<file path="config.mk">
export PLATFORM = sky130hd
export DESIGN_NAME = comm_message_receiver_flat
export DESIGN_NICKNAME = d
export VERILOG_FILES = /design/src/rtl/comm_message_receiver_if.sv /design/src/rtl/comm_message_receiver.sv /design/src/flat_wrapper.sv
export SDC_FILE = /design/constraint.sdc
export NUM_CORES = 1
export LEC_CHECK = 0
export CORE_MARGIN = 5
export CORE_UTILIZATION = 40
export CTS_CLUSTER_DIAMETER = 40
export DETAILED_ROUTE_END_ITERATION = 12
export GPL_ROUTABILITY_DRIVEN = 0
export GPL_TIMING_DRIVEN = 0
export PLACE_DENSITY = 0.58
export SYNTH_ARGS = -nofsm -noshare
export SYNTH_HDL_FRONTEND = slang
export SYNTH_SLANG_ARGS = --single-unit
</file>
<file path="constraint.sdc">
create_clock -name clock -period 1.8 [get_ports clock]
set_clock_uncertainty 0.15 [all_clocks]
set_input_delay 0.27 -clock clock [delete_from_list [all_inputs] [get_ports clock]]
set_output_delay 0.27 -clock clock [all_outputs]
set_load 0.03 [all_outputs]
</file>
<file path="src/rtl/comm_message_receiver_if.sv">
// Message bundle between the pong link receiver and gameStateModule.
// master drives the decoded message; slave returns the ack.
interface comm_message_receiver_if;
   logic       new_message_received;
   logic       message_acked;
   logic       ball_message_rx;
   logic       miss_message_rx;
   logic       new_game_message_rx;
   logic       new_game_ack_message_rx;
   logic [8:0] ball_y_rx;
   logic [3:0] velocity_x_rx;
   logic [3:0] velocity_y_rx;
   logic [4:0] my_score_rx;
   logic [4:0] your_score_rx;
   logic       you_should_serve_rx;
   logic       you_serve_first_rx;
   logic       rx_busy;

   modport master (
      output new_message_received,
      input  message_acked,
      output ball_message_rx,
      output miss_message_rx,
      output new_game_message_rx,
      output new_game_ack_message_rx,
      output ball_y_rx,
      output velocity_x_rx,
      output velocity_y_rx,
      output my_score_rx,
      output your_score_rx,
      output you_should_serve_rx,
      output you_serve_first_rx,
      output rx_busy
   );

   modport slave (
      input  new_message_received,
      output message_acked,
      input  ball_message_rx,
      input  miss_message_rx,
      input  new_game_message_rx,
      input  new_game_ack_message_rx,
      input  ball_y_rx,
      input  velocity_x_rx,
      input  velocity_y_rx,
      input  my_score_rx,
      input  your_score_rx,
      input  you_should_serve_rx,
      input  you_serve_first_rx,
      input  rx_busy
   );
endinterface

</file>
<file path="src/rtl/comm_message_receiver.sv">
// Pong link receiver: 8N1 UART, 5-byte frame parser, held message output.
// Define COMM_RX_STATS_EN to add frame_err_count / overrun_count ports.
module comm_message_receiver #(
   parameter int CLKS_PER_BIT = 434,
   parameter int TIMEOUT_BITS = 20
) (
   input  logic clock,
   input  logic reset_L,
   input  logic UART_RXD,
   comm_message_receiver_if.master msg
`ifdef COMM_RX_STATS_EN
   ,
   output logic [7:0] frame_err_count,
   output logic [7:0] overrun_count
`endif
);

   localparam int HALF     = CLKS_PER_BIT / 2;
   localparam int TO_LIMIT = TIMEOUT_BITS * CLKS_PER_BIT;
   localparam int CW       = $clog2(CLKS_PER_BIT);
   localparam int TW       = $clog2(TO_LIMIT);

   localparam logic [CW-1:0] BIT_LAST  = CW'(CLKS_PER_BIT - 1);
   localparam logic [CW-1:0] HALF_LAST = CW'(HALF - 1);
   localparam logic [TW-1:0] TO_LAST   = TW'(TO_LIMIT - 1);

   typedef enum logic [1:0] {
      U_IDLE, U_START, U_DATA, U_STOP
   } uart_state_t;

   typedef enum logic [2:0] {
      P_HUNT, P_PAY1, P_PAY2, P_PAY3, P_CSUM
   } parse_state_t;

   typedef struct packed {
      logic       ball;
      logic       miss;
      logic       new_game;
      logic       ack;
      logic [8:0] ball_y;
      logic [3:0] vel_x;
      logic [3:0] vel_y;
      logic [4:0] my_score;
      logic [4:0] your_score;
      logic       serve;
      logic       serve_first;
   } msg_t;

   logic rxd_meta;
   logic rxd_sync;
   logic rxd_prev;

   always_ff @(posedge clock or negedge reset_L) begin
      if (!reset_L) begin
         rxd_meta <= 1'b1;
         rxd_sync <= 1'b1;
         rxd_prev <= 1'b1;
      end else begin
         rxd_meta <= UART_RXD;
         rxd_sync <= rxd_meta;
         rxd_prev <= rxd_sync;
      end
   end

   uart_state_t   u_state;
   logic [CW-1:0] bit_cnt;
   logic [2:0]    bit_idx;
   logic [7:0]    shreg;
   logic [7:0]    rx_byte;
   logic          byte_valid;
   logic          frame_err;

   always_ff @(posedge clock or negedge reset_L) begin
      if (!reset_L) begin
         u_state    <= U_IDLE;
         bit_cnt    <= '0;
         bit_idx    <= '0;
         shreg      <= '0;
         rx_byte    <= '0;
         byte_valid <= 1'b0;
         frame_err  <= 1'b0;
      end else begin
         byte_valid <= 1'b0;
         frame_err  <= 1'b0;
         unique case (u_state)
            U_IDLE: begin
               if (rxd_prev && !rxd_sync) begin
                  u_state <= U_START;
                  bit_cnt <= '0;
               end
            end
            U_START: begin
               if (bit_cnt == HALF_LAST) begin
                  bit_cnt <= '0;
                  bit_idx <= '0;
                  u_state <= rxd_sync ? U_IDLE : U_DATA;
               end else begin
                  bit_cnt <= bit_cnt + CW'(1);
               end
            end
            U_DATA: begin
               if (bit_cnt == BIT_LAST) begin
                  bit_cnt <= '0;
                  shreg   <= {rxd_sync, shreg[7:1]};
                  bit_idx <= bit_idx + 3'd1;
                  if (bit_idx == 3'd7)
                     u_state <= U_STOP;
               end else begin
                  bit_cnt <= bit_cnt + CW'(1);
               end
            end
            U_STOP: begin
               if (bit_cnt == BIT_LAST) begin
                  bit_cnt <= '0;
                  u_state <= U_IDLE;
                  if (rxd_sync) begin
                     byte_valid <= 1'b1;
                     rx_byte    <= shreg;
                  end else begin
                     frame_err  <= 1'b1;
                  end
               end else begin
                  bit_cnt <= bit_cnt + CW'(1);
               end
            end
            default: u_state <= U_IDLE;
         endcase
      end
   end

   parse_state_t  p_state;
   logic [1:0]    f_type;
   logic [16:0]   payload;
   logic [7:0]    csum;
   logic [TW-1:0] to_cnt;
   logic          commit_pend;

   always_ff @(posedge clock or negedge reset_L) begin
      if (!reset_L) begin
         p_state     <= P_HUNT;
         f_type      <= '0;
         payload     <= '0;
         csum        <= '0;
         to_cnt      <= '0;
         commit_pend <= 1'b0;
      end else begin
         commit_pend <= 1'b0;
         if (frame_err) begin
            p_state <= P_HUNT;
            to_cnt  <= '0;
         end else if (byte_valid) begin
            to_cnt <= '0;
            unique case (p_state)
               P_HUNT: begin
                  if (rx_byte[7:2] == 6'b101000) begin
                     f_type  <= rx_byte[1:0];
                     csum    <= rx_byte;
                     p_state <= P_PAY1;
                  end
               end
               P_PAY1: begin
                  payload[16] <= rx_byte[0];
                  csum        <= csum ^ rx_byte;
                  p_state     <= P_PAY2;
               end
               P_PAY2: begin
                  payload[15:8] <= rx_byte;
                  csum          <= csum ^ rx_byte;
                  p_state       <= P_PAY3;
               end
               P_PAY3: begin
                  payload[7:0] <= rx_byte;
                  csum         <= csum ^ rx_byte;
                  p_state      <= P_CSUM;
               end
               P_CSUM: begin
                  p_state     <= P_HUNT;
                  commit_pend <= (rx_byte == csum);
               end
               default: p_state <= P_HUNT;
            endcase
         end else if (p_state != P_HUNT) begin
            if (to_cnt == TO_LAST) begin
               p_state <= P_HUNT;
               to_cnt  <= '0;
            end else begin
               to_cnt <= to_cnt + TW'(1);
            end
         end
      end
   end

   msg_t dec;

   always_comb begin
      dec = '0;
      unique case (1'b1)
         f_type == 2'd0: begin
            dec.ball   = 1'b1;
            dec.ball_y = payload[16:8];
            dec.vel_x  = payload[7:4];
            dec.vel_y  = payload[3:0];
         end
         f_type == 2'd1: begin
            dec.miss       = 1'b1;
            dec.my_score   = payload[10:6];
            dec.your_score = payload[5:1];
            dec.serve      = payload[0];
         end
         f_type == 2'd2: begin
            dec.new_game    = 1'b1;
            dec.serve_first = payload[0];
         end
         default: dec.ack = 1'b1;
      endcase
   end

   msg_t msg_q;
   logic holding;
   logic ack;
   logic load;

   // An ack in the commit cycle frees the slot before the new frame lands.
   assign ack  = holding && msg.message_acked;
   assign load = commit_pend && (!holding || ack);

   always_ff @(posedge clock or negedge reset_L) begin
      if (!reset_L) begin
         holding <= 1'b0;
         msg_q   <= '0;
      end else begin
         if (ack) begin
            holding        <= 1'b0;
            msg_q.ball     <= 1'b0;
            msg_q.miss     <= 1'b0;
            msg_q.new_game <= 1'b0;
            msg_q.ack      <= 1'b0;
         end
         if (load) begin
            holding <= 1'b1;
            msg_q   <= dec;
         end
      end
   end

   assign msg.new_message_received    = holding;
   assign msg.rx_busy                 = holding;
   assign msg.ball_message_rx         = msg_q.ball;
   assign msg.miss_message_rx         = msg_q.miss;
   assign msg.new_game_message_rx     = msg_q.new_game;
   assign msg.new_game_ack_message_rx = msg_q.ack;
   assign msg.ball_y_rx               = msg_q.ball_y;
   assign msg.velocity_x_rx           = msg_q.vel_x;
   assign msg.velocity_y_rx           = msg_q.vel_y;
   assign msg.my_score_rx             = msg_q.my_score;
   assign msg.your_score_rx           = msg_q.your_score;
   assign msg.you_should_serve_rx     = msg_q.serve;
   assign msg.you_serve_first_rx      = msg_q.serve_first;

`ifdef COMM_RX_STATS_EN
   logic csum_bad;
   logic to_hit;
   logic err_evt;
   logic ovr_evt;

   assign csum_bad = byte_valid && (p_state == P_CSUM)
                     && (rx_byte != csum);
   assign to_hit   = !frame_err && !byte_valid
                     && (p_state != P_HUNT) && (to_cnt == TO_LAST);
   assign err_evt  = frame_err || csum_bad || to_hit;
   assign ovr_evt  = commit_pend && holding && !ack;

   always_ff @(posedge clock or negedge reset_L) begin
      if (!reset_L) begin
         frame_err_count <= '0;
         overrun_count   <= '0;
      end else begin
         if (err_evt && frame_err_count != 8'hFF)
            frame_err_count <= frame_err_count + 8'd1;
         if (ovr_evt && overrun_count != 8'hFF)
            overrun_count <= overrun_count + 8'd1;
      end
   end
`endif

endmodule

</file>
<file path="src/flat_wrapper.sv">
// flat-port wrapper written by rule: the top's interface ports become plain ports
module comm_message_receiver_flat 
#(
   parameter int CLKS_PER_BIT = 434,
   parameter int TIMEOUT_BITS = 20
)
  (clock, reset_L, UART_RXD, msg_new_message_received, msg_message_acked, msg_ball_message_rx, msg_miss_message_rx, msg_new_game_message_rx, msg_new_game_ack_message_rx, msg_ball_y_rx, msg_velocity_x_rx, msg_velocity_y_rx, msg_my_score_rx, msg_your_score_rx, msg_you_should_serve_rx, msg_you_serve_first_rx, msg_rx_busy);
  comm_message_receiver_if msg_i ();
  input  logic clock;
  input  logic reset_L;
  input  logic UART_RXD;
  output wire logic [$bits(msg_i.new_message_received)-1:0] msg_new_message_received;
  input wire logic [$bits(msg_i.message_acked)-1:0] msg_message_acked;
  output wire logic [$bits(msg_i.ball_message_rx)-1:0] msg_ball_message_rx;
  output wire logic [$bits(msg_i.miss_message_rx)-1:0] msg_miss_message_rx;
  output wire logic [$bits(msg_i.new_game_message_rx)-1:0] msg_new_game_message_rx;
  output wire logic [$bits(msg_i.new_game_ack_message_rx)-1:0] msg_new_game_ack_message_rx;
  output wire logic [$bits(msg_i.ball_y_rx)-1:0] msg_ball_y_rx;
  output wire logic [$bits(msg_i.velocity_x_rx)-1:0] msg_velocity_x_rx;
  output wire logic [$bits(msg_i.velocity_y_rx)-1:0] msg_velocity_y_rx;
  output wire logic [$bits(msg_i.my_score_rx)-1:0] msg_my_score_rx;
  output wire logic [$bits(msg_i.your_score_rx)-1:0] msg_your_score_rx;
  output wire logic [$bits(msg_i.you_should_serve_rx)-1:0] msg_you_should_serve_rx;
  output wire logic [$bits(msg_i.you_serve_first_rx)-1:0] msg_you_serve_first_rx;
  output wire logic [$bits(msg_i.rx_busy)-1:0] msg_rx_busy;
  assign msg_new_message_received = msg_i.new_message_received;
  assign msg_i.message_acked = msg_message_acked;
  assign msg_ball_message_rx = msg_i.ball_message_rx;
  assign msg_miss_message_rx = msg_i.miss_message_rx;
  assign msg_new_game_message_rx = msg_i.new_game_message_rx;
  assign msg_new_game_ack_message_rx = msg_i.new_game_ack_message_rx;
  assign msg_ball_y_rx = msg_i.ball_y_rx;
  assign msg_velocity_x_rx = msg_i.velocity_x_rx;
  assign msg_velocity_y_rx = msg_i.velocity_y_rx;
  assign msg_my_score_rx = msg_i.my_score_rx;
  assign msg_your_score_rx = msg_i.your_score_rx;
  assign msg_you_should_serve_rx = msg_i.you_should_serve_rx;
  assign msg_you_serve_first_rx = msg_i.you_serve_first_rx;
  assign msg_rx_busy = msg_i.rx_busy;
  comm_message_receiver #(.CLKS_PER_BIT(CLKS_PER_BIT), .TIMEOUT_BITS(TIMEOUT_BITS)) u_core (.clock(clock), .reset_L(reset_L), .UART_RXD(UART_RXD), .msg(msg_i));
endmodule
</file>
==> results of run 1 <==
through the flow:
| stage | instance area, µm² | std cells | setup TNS [ns] | setup WS [ns] | hold WS [ns] |
|---|---|---|---|---|---|
| detailed placement | 5820 | 658 | -28.06 | -0.685 | 0.0640 |
| global route | 6820 | 704 | -1.42 | -0.126 | 0.111 |
| CTS | 6690 | 698 | -1.61 | -0.121 | 0.107 |
| global placement | 5800 | 657 | -488.24 | -4.10 | 0.197 |
| finish | 6820 | 704 | -0.462 | -0.0729 | 0.114 |
| floorplan | 5200 | 447 | -0.702 | -0.0500 | -0.176 |
power by group:
group / internal [µW] / leakage [µW] / total [µW] / switching [µW]
Clock: 2190 / 0.000275 / 3320 / 1130
Combinational: 470 / 0.00139 / 1160 / 690
Sequential: 2630 / 0.00157 / 2690 / 64.6
Total: 5290 / 0.00323 / 7170 / 1880
cell type report:
type,count,area (µm²),share of cell area (%)
Timing Repair Buffer,63,579,8.50
Inverter,9,33.8,0.496
Multi-Input combinational cell,302,2480,36.3
Tap cell,172,215,3.16
Clock inverter,10,135,1.98
Sequential cell,114,2860,42.0
Clock buffer,21,450,6.61
Buffer,13,62.6,0.918
worst paths after layout:
| check | from | to | slack [ns] | cells after the start |
|---|---|---|---|---|
| worst max-delay path | u_core.bit_cnt[5] | u_core.bit_cnt[1] | -0.07 | 5 |
| worst min-delay path | UART_RXD | u_core.rxd_meta | 0.11 | 1 |
| worst max register to register | u_core.bit_cnt[5] | u_core.bit_cnt[1] | -0.07 | 5 |
| worst min register to register | u_core.rxd_meta | u_core.rxd_sync | 0.21 | 0 |
| max in group asynchronous | reset_L | u_core.rx_byte[2] | 0.61 | 3 |
| min in group asynchronous | reset_L | u_core.to_cnt[10] | 0.19 | 2 |
per-layer routing:
layer	track usage [%]	part of all wire [%]	vias up
met5	0	0	-
met4	6.09	1.6	0
met3	4.00	4.3	17
met2	25.2	49	67
met1	21.1	46	1910
li1	-	-	1812
synth_stat cells, types with 3 or more instances:
| cell type | number |
|---|---|
| dfrtp_1 | 111 |
| mux2_2 | 35 |
| a22o_1 | 28 |
| nand2_1 | 24 |
| o21ai_0 | 24 |
| nand3_1 | 21 |
| nor2_1 | 19 |
| clkbuf_1 | 18 |
| a21oi_1 | 14 |
| xnor2_1 | 13 |
| ha_1 | 10 |
| inv_1 | 9 |
| nand4_1 | 9 |
| or3_1 | 9 |
| a21o_1 | 8 |
| nand2b_1 | 8 |
| a31oi_1 | 7 |
| nor3_1 | 6 |
| a221oi_1 | 5 |
| nor3b_1 | 5 |
| a32o_1 | 4 |
| and2_1 | 4 |
| or2_2 | 4 |
| xor2_1 | 4 |
| dfstp_2 | 3 |
| nand4b_1 | 3 |
| o211ai_1 | 3 |
| o221ai_1 | 3 |
worst max-delay path: stages (launching register included):
cell     delay [ns]
dfrtp_2        0.43
or4b_4         0.55
o21ai_4        0.18
buf_4          0.14
nand2_2        0.04
a32o_1         0.26
timing repair:
item,CTS,global route
gates resized for setup,89,26
hold endpoints to repair,41,0
pin swaps,17,10
hold buffers,1,0
endpoints found under the setup margin,122,61
setup buffers,14,9
gates cloned,1,0
cell families (layout without fill, tap and decap cells):
| family | Yosys count | in the layout | synth area share, % |
|---|---|---|---|
| xor gates and xnor gates | 17 | 17 | 2.86 |
| buffers and inverters | 32 | 116 | 2.55 |
| AOI/OAI and AO/OA | 111 | 112 | 15.8 |
| muxes | 36 | 36 | 7.77 |
| and+or+nand+nor | 127 | 127 | 13.7 |
| DFF | 114 | 114 | 54.9 |
| adders and majority gates | 10 | 10 | 2.41 |
state kept, by name, indices dropped and copies added, names as in the netlist, 2 cells and up, named ones only:
name	flops
u_core.payload	17
u_core.bit_idx	3
u_core.msg.my_score_rx	5
u_core.p_state	3
u_core.msg.your_score_rx	5
u_core.msg.velocity_y_rx	4
u_core.msg.velocity_x_rx	4
u_core.bit_cnt	9
u_core.rx_byte	8
u_core.msg.ball_y_rx	9
u_core.shreg	8
u_core.to_cnt	14
u_core.csum	8
u_core.f_type	2
==> flow_metrics.tcl, run 1 <==
set metrics [dict create \
    area_growth_pct 31.1 \
    fmax_mhz 534 \
    drc 0 \
    power_uw 7170 \
    drv_cap 0 \
    dieArea_um2 15400 \
    cts_buffers 17 \
    start_util_pct 41.0 \
    cts_root_buffer "clkbuf_16" \
    synth_area_leaders "dfrtp_1 (53%), mux2_2 (7.6%), a22o_1 (4.7%)" \
    netlist_area_um2 5200 \
    grt_overflow 0 \
    setup-violations-final 18 \
    ys_ff_latch 114 \
    drt_iter0_markers 184 \
    leakage_uw 0.00323 \
    cts_buffer_depth 2 \
    fin_ws_ns -0.0729 \
    io_pins 39 \
    required_ns 1.95 \
    antenna_cells 0 \
    powerDensity_nw_per_um2 1050 \
    worst_pin_slew_ns 0.496 \
    rows 41 \
    dpl.hpwl_um 7400 \
    nets 534 \
    synth_cell_type_count 57 \
    worst-endpoint-arrival_ns 2.02 \
    antenna_found_initial 0 \
    cts_sinks 114 \
    die_h_um 124 \
    async_flop_share_pct 100 \
    grt.total_usage_pct 15.9 \
    clk_pin_slew_worst_paths_ns 0.05 \
    coreArea_um2 12700 \
    first_pass_iters 4 \
    min_period_over_period_pct 104 \
    netlist_instances 447 \
    period_needed_ns 1.87 \
    hold_viol 0 \
    start_kind "register" \
    grt_max_degree 74 \
    status "finished, violations left" \
    yosysSeqAreaShare_pct 54.9 \
    wl_per_cell_um 16.1 \
    htreeDepth 4 \
    fill_cells 1143 \
    synth_top_area_share_pct 53.4 \
    ir_drop_uv 820 \
    dieWidth_um 124 \
    final_cell_mix "dfrtp_1 (105), dlygate4sd2_1 (35), a22o_1 (28)" \
    slew_violations 0 \
    max-slew-margin-rel_pct 66.1 \
    ys.flop_type "dfrtp_1" \
    vias 3806 \
    wl_um 11300 \
    min_path_type "input pin to register" \
    worstSetupPathType "register to register" \
    port-buffer-count 38 \
    tritoncts "built" \
    final_common_cell "dfrtp_1" \
    synth.net_count 461 \
    grt_pass1_vias 3750 \
    drive_above_1_share_pct 28.8 \
    cp-end-kind "register" \
    violations "setup timing" \
    final_util_pct 53.8 \
    clock_latency_ns 0.41 \
    drtAntennaViolNets 0 \
    grt_pass1_wl_um 19100 \
    critPathMaxFanout 4 \
    via_per_inst 5.41 \
    yosysWarnings 0 \
    avgSynthCellArea_um2 11.6 \
    synth_area_leader_cell "dfrtp_1" \
    synth_edf_count 0 \
    rsz0062_at_grt "true" \
]
Power figures use the tool's default switching activity.
==> run 2, diff against run 1 <==
--- a/config.mk
+++ b/config.mk
@@ -11,7 +11,7 @@
 export DETAILED_ROUTE_END_ITERATION = 12
 export GPL_ROUTABILITY_DRIVEN = 0
 export GPL_TIMING_DRIVEN = 0
-export PLACE_DENSITY = 0.58
+export PLACE_DENSITY = 0.66
 export SYNTH_ARGS = -nofsm -noshare
 export SYNTH_HDL_FRONTEND = slang
 export SYNTH_SLANG_ARGS = --single-unit
==> run 2 against run 1 <==
Effect of this change: maximum frequency down 1.2%; register-to-register slack worse by 0.02 ns; the run still ends with setup timing left; first-iteration DRC count up 33%; largest cell class unchanged.
==> flow_metrics.tcl, run 2 (same netlist as run 1, synthesis figures left out) <==
set metrics [dict create \
    required_ns 1.94 \
    fin_ws_ns -0.0964 \
    dpl_worst_slack_ns -0.670 \
    cts_buffers 17 \
    worst-endpoint-arrival_ns 2.04 \
    worstSetupPathType "register to register" \
    grt_overflow 0 \
    start_util_pct 41.0 \
    final_common_cell "dfrtp_1" \
    rows 41 \
    grt.total_usage_pct 15.7 \
    final_cell_mix "dfrtp_1 (102), dlygate4sd2_1 (35), a22o_1 (28)" \
    nets 533 \
    slew_violations 0 \
    ir_drop_uv 908 \
    tritoncts "built" \
    antenna_cells 0 \
    powerDensity_nw_per_um2 1080 \
    cp-end-kind "register" \
    grt_max_degree 64 \
    clk_pin_slew_worst_paths_ns 0.05 \
    dieArea_um2 15400 \
    status "finished, violations left" \
    dieWidth_um 124 \
    io_pins 39 \
    period_needed_ns 1.90 \
    vias 3866 \
    hold_viol 0 \
    drv_cap 0 \
    antenna_found_initial 0 \
    via_per_inst 5.49 \
    reg_top3 "u_core.payload x17, u_core.to_cnt x14" \
    cts_root_buffer "clkbuf_16" \
    first_pass_iters 4 \
    min_path_type "input pin to register" \
    leakage_uw 0.00325 \
    coreArea_um2 12700 \
    die_h_um 124 \
    tns_ns -0.904 \
    drt_iter0_markers 244 \
    drc 0 \
    grt_pass1_vias 3920 \
    worst_pin_slew_ns 0.671 \
    dpl.hpwl_um 7340 \
    htreeDepth 4 \
    drtAntennaViolNets 0 \
    critPathMaxFanout 7 \
    grt_pass1_wl_um 19100 \
    largest_register_ffs 17 \
    setup-violations-final 22 \
    cts_sinks 114 \
    start_kind "register" \
    fmax_mhz 527 \
    area_growth_pct 31.7 \
    clock_latency_ns 0.40 \
    wl_um 11300 \
    max-slew-margin-rel_pct 55.3 \
    port-buffer-count 38 \
    min_period_over_period_pct 105 \
    violations "setup timing" \
    drive_above_1_share_pct 29.3 \
    wl_per_cell_um 16.0 \
    rsz0062_at_grt "true" \
    cts_buffer_depth 2 \
    regMostFlops "u_core.payload" \
]
==> run 2: cell count changes in the layout (fill, tap and decap cells not counted), moves of 2 or more <==
cell,previous run,this run
inv_6,0,8
clkbuf_1,8,4
clkinv_2,3,0
dfrtp_1,105,102
dfrtp_2,6,9
buf_6,6,4
clkinv_4,0,2
clkinvlp_4,4,2
ha_2,3,1
o21ai_1,3,5
o21ai_2,3,1
==> run 2: worst max-delay path, cell delays in order (launching register included) <==
cell and delay, ns:
dfrtp_2 0.45, or4b_4 0.55, o21ai_4 0.22, buf_6 0.18, a221oi_4 0.07, a21o_1 0.17
==> run 2: what timing repair did <==
action                                  CTS  global route
endpoints found under the setup margin  122            69
gates cloned                              0             0
pin swaps                                16             7
hold buffers                              1             0
gates resized for setup                  80            34
hold endpoints to repair                 51             0
buffers inserted                         15             9
==> run 2: power breakdown <==
group          switching, µW  total, µW  internal [µW]
Sequential              71.3       2700           2630
Clock                   1280       3490           2210
Combinational            671       1190            517
==> run 2: area by class of cell <==
| class | count | area [µm²] |
|---|---|---|
| sequential | 114 | 2870 |
| multi-input combinational | 301 | 2460 |
| tap | 172 | 215 |
| inverter | 9 | 33.8 |
| fill | 1087 | 5820 |
| clock buffer | 17 | 425 |
| buffer | 12 | 58.8 |
| timing repair buffer | 64 | 592 |
| clock inverter | 15 | 193 |
==> run 2: worst paths after layout <==
kind	startpoint	endpoint	slack, ns	cells after the start
min reg2reg	u_core.rxd_meta	u_core.rxd_sync	0.21	0
min	UART_RXD	u_core.rxd_meta	0.13	1
min in group asynchronous	reset_L	u_core.msg.ball_message_rx	0.29	2
max in group asynchronous	reset_L	u_core.rxd_meta	0.43	3
max reg2reg	u_core.bit_cnt[5]	u_core.bit_cnt[5]	-0.1	5
max	u_core.bit_cnt[5]	u_core.bit_cnt[5]	-0.1	5
==> run 2: through the flow <==
stage | util [%] | hold slack [ns] | total power, µW | cell area [µm²] | cells
floorplan | - | -0.176 | 3250 | 5200 | 447
global placement | 45.7 | 0.196 | 3440 | 5800 | 657
detailed placement | 45.9 | 0.195 | 3470 | 5820 | 658
CTS | 52.9 | 0.119 | 7340 | 6700 | 699
global route | 54.1 | 0.120 | 7710 | 6850 | 704
finish | 54.1 | 0.130 | 7370 | 6850 | 704
==> run 2: routing by layer <==
layer	vias up	share of wire (%)	wire [µm]	GRT usage [%]
met2	98	51	5700	26.4
met3	9	5.0	566	4.13
li1	1821	-	-	-
met1	1938	44	4910	19.8
met5	-	0	0	0
met4	0	0.68	77	4.79
==> edit 1: new RTL, flow settings as in run 2 <==
`CLKS_PER_BIT` is set to 434 in 2 places; all go to 868.
--- a/src/rtl/comm_message_receiver.sv
+++ b/src/rtl/comm_message_receiver.sv
@@ -1,7 +1,7 @@
 // Pong link receiver: 8N1 UART, 5-byte frame parser, held message output.
 // Define COMM_RX_STATS_EN to add frame_err_count / overrun_count ports.
 module comm_message_receiver #(
-   parameter int CLKS_PER_BIT = 434,
+   parameter int CLKS_PER_BIT = 868,
    parameter int TIMEOUT_BITS = 20
 ) (
    input  logic clock,
--- a/src/flat_wrapper.sv
+++ b/src/flat_wrapper.sv
@@ -1,7 +1,7 @@
 // flat-port wrapper written by rule: the top's interface ports become plain ports
 module comm_message_receiver_flat 
 #(
-   parameter int CLKS_PER_BIT = 434,
+   parameter int CLKS_PER_BIT = 868,
    parameter int TIMEOUT_BITS = 20
 )
   (clock, reset_L, UART_RXD, msg_new_message_received, msg_message_acked, msg_ball_message_rx, msg_miss_message_rx, msg_new_game_message_rx, msg_new_game_ack_message_rx, msg_ball_y_rx, msg_velocity_x_rx, msg_velocity_y_rx, msg_my_score_rx, msg_your_score_rx, msg_you_should_serve_rx, msg_you_serve_first_rx, msg_rx_busy);
Behaviour: same outputs for any inputs over 10 cycles, from zero or initial values and one cycle with reset_L low; that may be too few to reach the edited logic, so the function may still have changed.
==> edit 1 against run 2 <==
Setup slack worse by 69 ps. Design area is 4.4% higher. Sequential cell count is 2 higher. Non-clock buffer count is 14 higher. Total power is 6.3% higher. Critical path depth is 1 higher. Synthesized cell count is 3.8% lower. Cell count is 0.28% higher. Highest routed layer unchanged. Routed wire length is 2.9% higher. The flow still finishes with violations (negative setup slack). Combinational power is 5% lower. Area after synthesis is 0.70% higher.
==> edit 1: results (changes against run 2) <==
- Status: finished, violations left
- Failing checks: negative setup slack
- WL per Instance: 16.4 um (+2.6%)
- R2r worst-path depth: 6 (+1)
- Post-CTS Setup Repair Bufs: 22 (+7)
- Relative slew slack: 58.8% (+3.5 points)
- Largest net degree at the start of global routing: 70 (+9.4%)
- Post-synth top area share: 54.0% (+0.59 points)
- Total GRT Usage: 15.5% (-0.14 points)
- M3 GR Usage: 5.79% (+1.7 points)
- Setup violations, final: 30 (+36%)
- Nets: 534 (+0.19%)
- Worst path slowest cell: or3b_4
- Vias in the first global route: 3928 (+0.20%)
- Top cells by count, synth: 113 x dfrtp_1, 37 x mux2_2, 34 x a22o_1
- GR Layer Usage met2: 24.2% (-2.2 points)
- VDD IR max: 0.674 mV (-26%)
- First-pass GRT wire length: 19600 um (+2.8%)
- Register area share after synthesis: 55.5% (+0.58 points)
- Worst skew pair latency: 420 ps (+20 ps)
- Vias per inst: 5.40 (-1.7%)
- Critical Path AT: 2120 ps (+80 ps)
- Syn Nets: 443 (-3.9%)
- Fraction of layout cells with a size suffix above 1: 34.8% (+5.5 points)
- Setup crit end: u_core.rx_byte[1]$_DFFE_PN0P_
- Placed Area: 5870 um^2 (+0.92%)
- Critical Path Fanout Max: 5 (-2)
- DR iter-0 viols: 172 (-30%)
- Area contributors post-synth: dfrtp_1 54%, mux2_2 8.0%, a22o_1 5.7%, ha_1 2.2%, nand2_1 2.2%
- Post-route insts no fill: 706 (+0.28%)
- Unique masters post-synth: 61 (+7.0%)
- Met1 Use GR: 19.1% (-0.68 points)
- Largest regs: u_core.payload x17, u_core.to_cnt x15, u_core.bit_cnt x10
- Pleak: 3.46 nW (+6.5%)
- Final setup margin: -165 ps (-68.9 ps)
- Routed wl met3: 468 um (-17%)
- Avg Synthesized Cell Area: 12.2 um^2 (+4.7%)
[edit 1: stage by stage]
step                util, %  setup slack [ps]  hold WS [ps]  total power, mW  setup TNS (ps)
global placement       46.0             -4000           195             3.51         -485400
CTS                    54.1              -190          93.6             7.85           -4210
floorplan                 -              -149          -176             3.34           -2340
global route           56.2              -220          88.5             8.16           -5780
detailed placement     46.2              -615           175             3.54          -28170
finish                 56.2              -165           111             7.84           -3260
[edit 1: layout make-up]
class | count | area (um^2)
Tap cell | 172 | 215
Sequential cell | 116 | 2920
Clock inverter | 15 | 274
Fill cell | 1071 | 5570
Multi-Input combinational cell | 284 | 2510
Inverter | 12 | 45.0
Clock buffer | 17 | 425
Buffer | 11 | 66.3
Timing Repair Buffer | 79 | 694
[edit 1: cell families after synthesis]
group                      Yosys count  synth area share, %
DFF                                116                 55.5
and+or+nand+nor                    109                 11.6
AOI/OAI and AO/OA                   99                 15.5
muxes                               47                 9.96
buffers and inverters               33                 2.49
xor gates and xnor gates            17                 2.84
adders and majority gates            9                 2.15
[edit 1: how the worst min path moves through the flow]
stage,start,slack [ps],cells after the start,endpoint
2_1_floorplan,reset_L,-180,0,async pin
3_3_place_gp,u_core.rxd_meta$_DFF_PN1_,200,0,u_core.rxd_sync$_DFF_PN1_
3_5_place_dp,reset_L,170,1,u_core.msg.velocity_y_rx[1]$_DFFE_PN0P_
4_1_cts,UART_RXD,90,1,u_core.rxd_meta$_DFF_PN1_
5_1_grt,UART_RXD,90,1,u_core.rxd_meta$_DFF_PN1_
6_report,UART_RXD,110,1,u_core.rxd_meta$_DFF_PN1_
[edit 1: where the power goes]
part           switching, mW  internal, mW  total (mW)
clock network           1.22          2.75        3.97
registers             0.0586          2.68        2.74
logic                  0.617         0.515        1.13
==> edit 2: new RTL, config.mk and constraints of run 2 <==
Without the edit above. Encoding of `uart_state_t`: now one-hot (4 bits for 4 states).
--- a/src/rtl/comm_message_receiver.sv
+++ b/src/rtl/comm_message_receiver.sv
@@ -24,8 +24,8 @@
    localparam logic [CW-1:0] HALF_LAST = CW'(HALF - 1);
    localparam logic [TW-1:0] TO_LAST   = TW'(TO_LIMIT - 1);
 
-   typedef enum logic [1:0] {
-      U_IDLE, U_START, U_DATA, U_STOP
+   typedef enum logic [3:0] {
+      U_IDLE = 4'b0001, U_START = 4'b0010, U_DATA = 4'b0100, U_STOP = 4'b1000
    } uart_state_t;
 
    typedef enum logic [2:0] {
Formal check against the unedited RTL: no difference found for any inputs over 10 cycles, from zero or initial values and one cycle with reset_L low; not proved beyond that.
==> edit 2 against run 2 <==
Synthesized cell count grew 2.9%. Cell count rose by 3.8%. Non-clock buffer count increased by 11. Total power down 0.85%. Routed wire length is 5.0% higher. Design area increased by 3.5%. Sequential cell count grew 2. Setup slack got worse by 150 ps. Area after synthesis rose by 3.2%. First-iteration DRC count down 16%. The flow still finishes with violations (negative setup slack).
==> edit 2: results (changes against run 2) <==
- Relative slew slack: 42.9% (-12 points)
- Register area share after synthesis: 54.2% (-0.77 points)
- Largest net degree at the start of global routing: 68 (+6.3%)
- Placed Area: 6000 um^2 (+3.2%)
- Worst skew pair latency: 420 ps (+20 ps)
- Multi-input gate share of total cell area: 36.1% (+0.12 points)
- Comb_multi_in: 314 (+4.3%)
- Non-CTS buffers: 87 (+14%)
- Total GRT Usage: 15.2% (-0.50 points)
- Nets: 553 (+3.8%)
- Mux share of post-synthesis cell area: 9.21% (+1.4 points)
- R2r worst-path depth: 6 (+1)
- Inst Count DP: 675 (+2.6%)
- Met1 Use GR: 18.0% (-1.8 points)
- M3 GR Usage: 4.66% (+0.52 points)
- Setup violations, final: 32 (+45%)
- Post-Route M1 WL: 5160 um (+5.1%)
- Avg Synthesized Cell Area: 11.7 um^2 (+0.33%)
- # fillers: 1130 (+4.0%)
- Xor/xnor share of the synthesized area: 2.94% (+0.073 points)
- Routed wl met3: 548 um (-3.2%)
- First-pass GRT wire length: 19600 um (+2.9%)
- Unique masters post-synth: 63 (+11%)
- Data buffer area share: 10.2% (+0.66 points)
- Slowest Stage Delay on Critical Path: 480 ps (-70 ps)
- Inverters: 7 (-2)
- PortBufs: 38 (unchanged)
- Wirelength, routed: 11800 um (+5.0%)
- Final setup margin: -248 ps (-151 ps)
- Vias in the first global route: 4072 (+3.9%)
- Failing checks: negative setup slack
- Clock Sinks: 116 (+1.8%)
- Area Overhead vs Synth: 32.1%
- DPL Wire Length: 7380 um (+0.59%)
- Clock-cell share of area: 9.23% (+0.20 points)
- Fraction of layout cells with a size suffix above 1: 30.1% (+0.77 points)
- Compound-Gate Fraction of Synth Area: 14.5% (-1.3 points)
- Status: finished, violations left
- Pre-CTS setup slack: -804 ps (-134 ps)
- Seq/total area: 41.0% (-0.83 points)
- Vias per inst: 5.46 (-0.58%)
- DR pass1 iterations: 4 (unchanged)
- DR iter-0 viols: 205 (-16%)
- Area contributors post-synth: dfrtp_1 52%, mux2_2 5.7%, a22o_1 4.6%, mux2_4 2.2%, nand2_1 2.1%
- FF-to-FF End: u_core.bit_cnt[5]$_DFFE_PN0P_
- Post-synthesis adder-cell area fraction: 1.40% (-1.0 points)
- CP Launch Point: u_core.bit_cnt[1]$_DFFE_PN0P_
- Setup_tns: -5040 ps (-4130 ps)
- Pleak: 3.39 nW (+4.6%)
- Pwr/cell area: 1030 nW/um^2 (-4.2%)
- GR Layer Usage met2: 25.6% (-0.81 points)
- Layout clock buffer count: 19 (+2)
- Hold slack: 109 ps (-21.4 ps)
-- edit 2: cell count changes in the layout (fill, tap and decap cells not counted), moves of 4 or more --
cell / before / now
a21o_1: 8 / 3
a21oi_1: 13 / 18
a221oi_2: 4 / 0
buf_4: 20 / 29
dfrtp_1: 102 / 110
dfrtp_2: 9 / 2
inv_6: 8 / 2
mux2i_1: 1 / 7
nand2_1: 22 / 29
o21ai_0: 18 / 11
or3_1: 8 / 4
-- edit 2: power by group --
group | switching (mW) | total (mW) | internal, mW | leakage [nW]
Clock | 1.19 | 3.71 | 2.52 | 0.316
Sequential | 0.0398 | 2.72 | 2.68 | 1.60
Combinational | 0.484 | 0.877 | 0.393 | 1.48
Total | 1.71 | 7.31 | 5.60 | 3.39
-- edit 2: what timing repair did --
item,in CTS,in global routing
gates cloned,1,2
buffers inserted,21,6
pin swaps,12,15
resized for setup,71,40
hold buffers,1,0
setup endpoints to repair,127,78
endpoints found under the hold margin,62,0
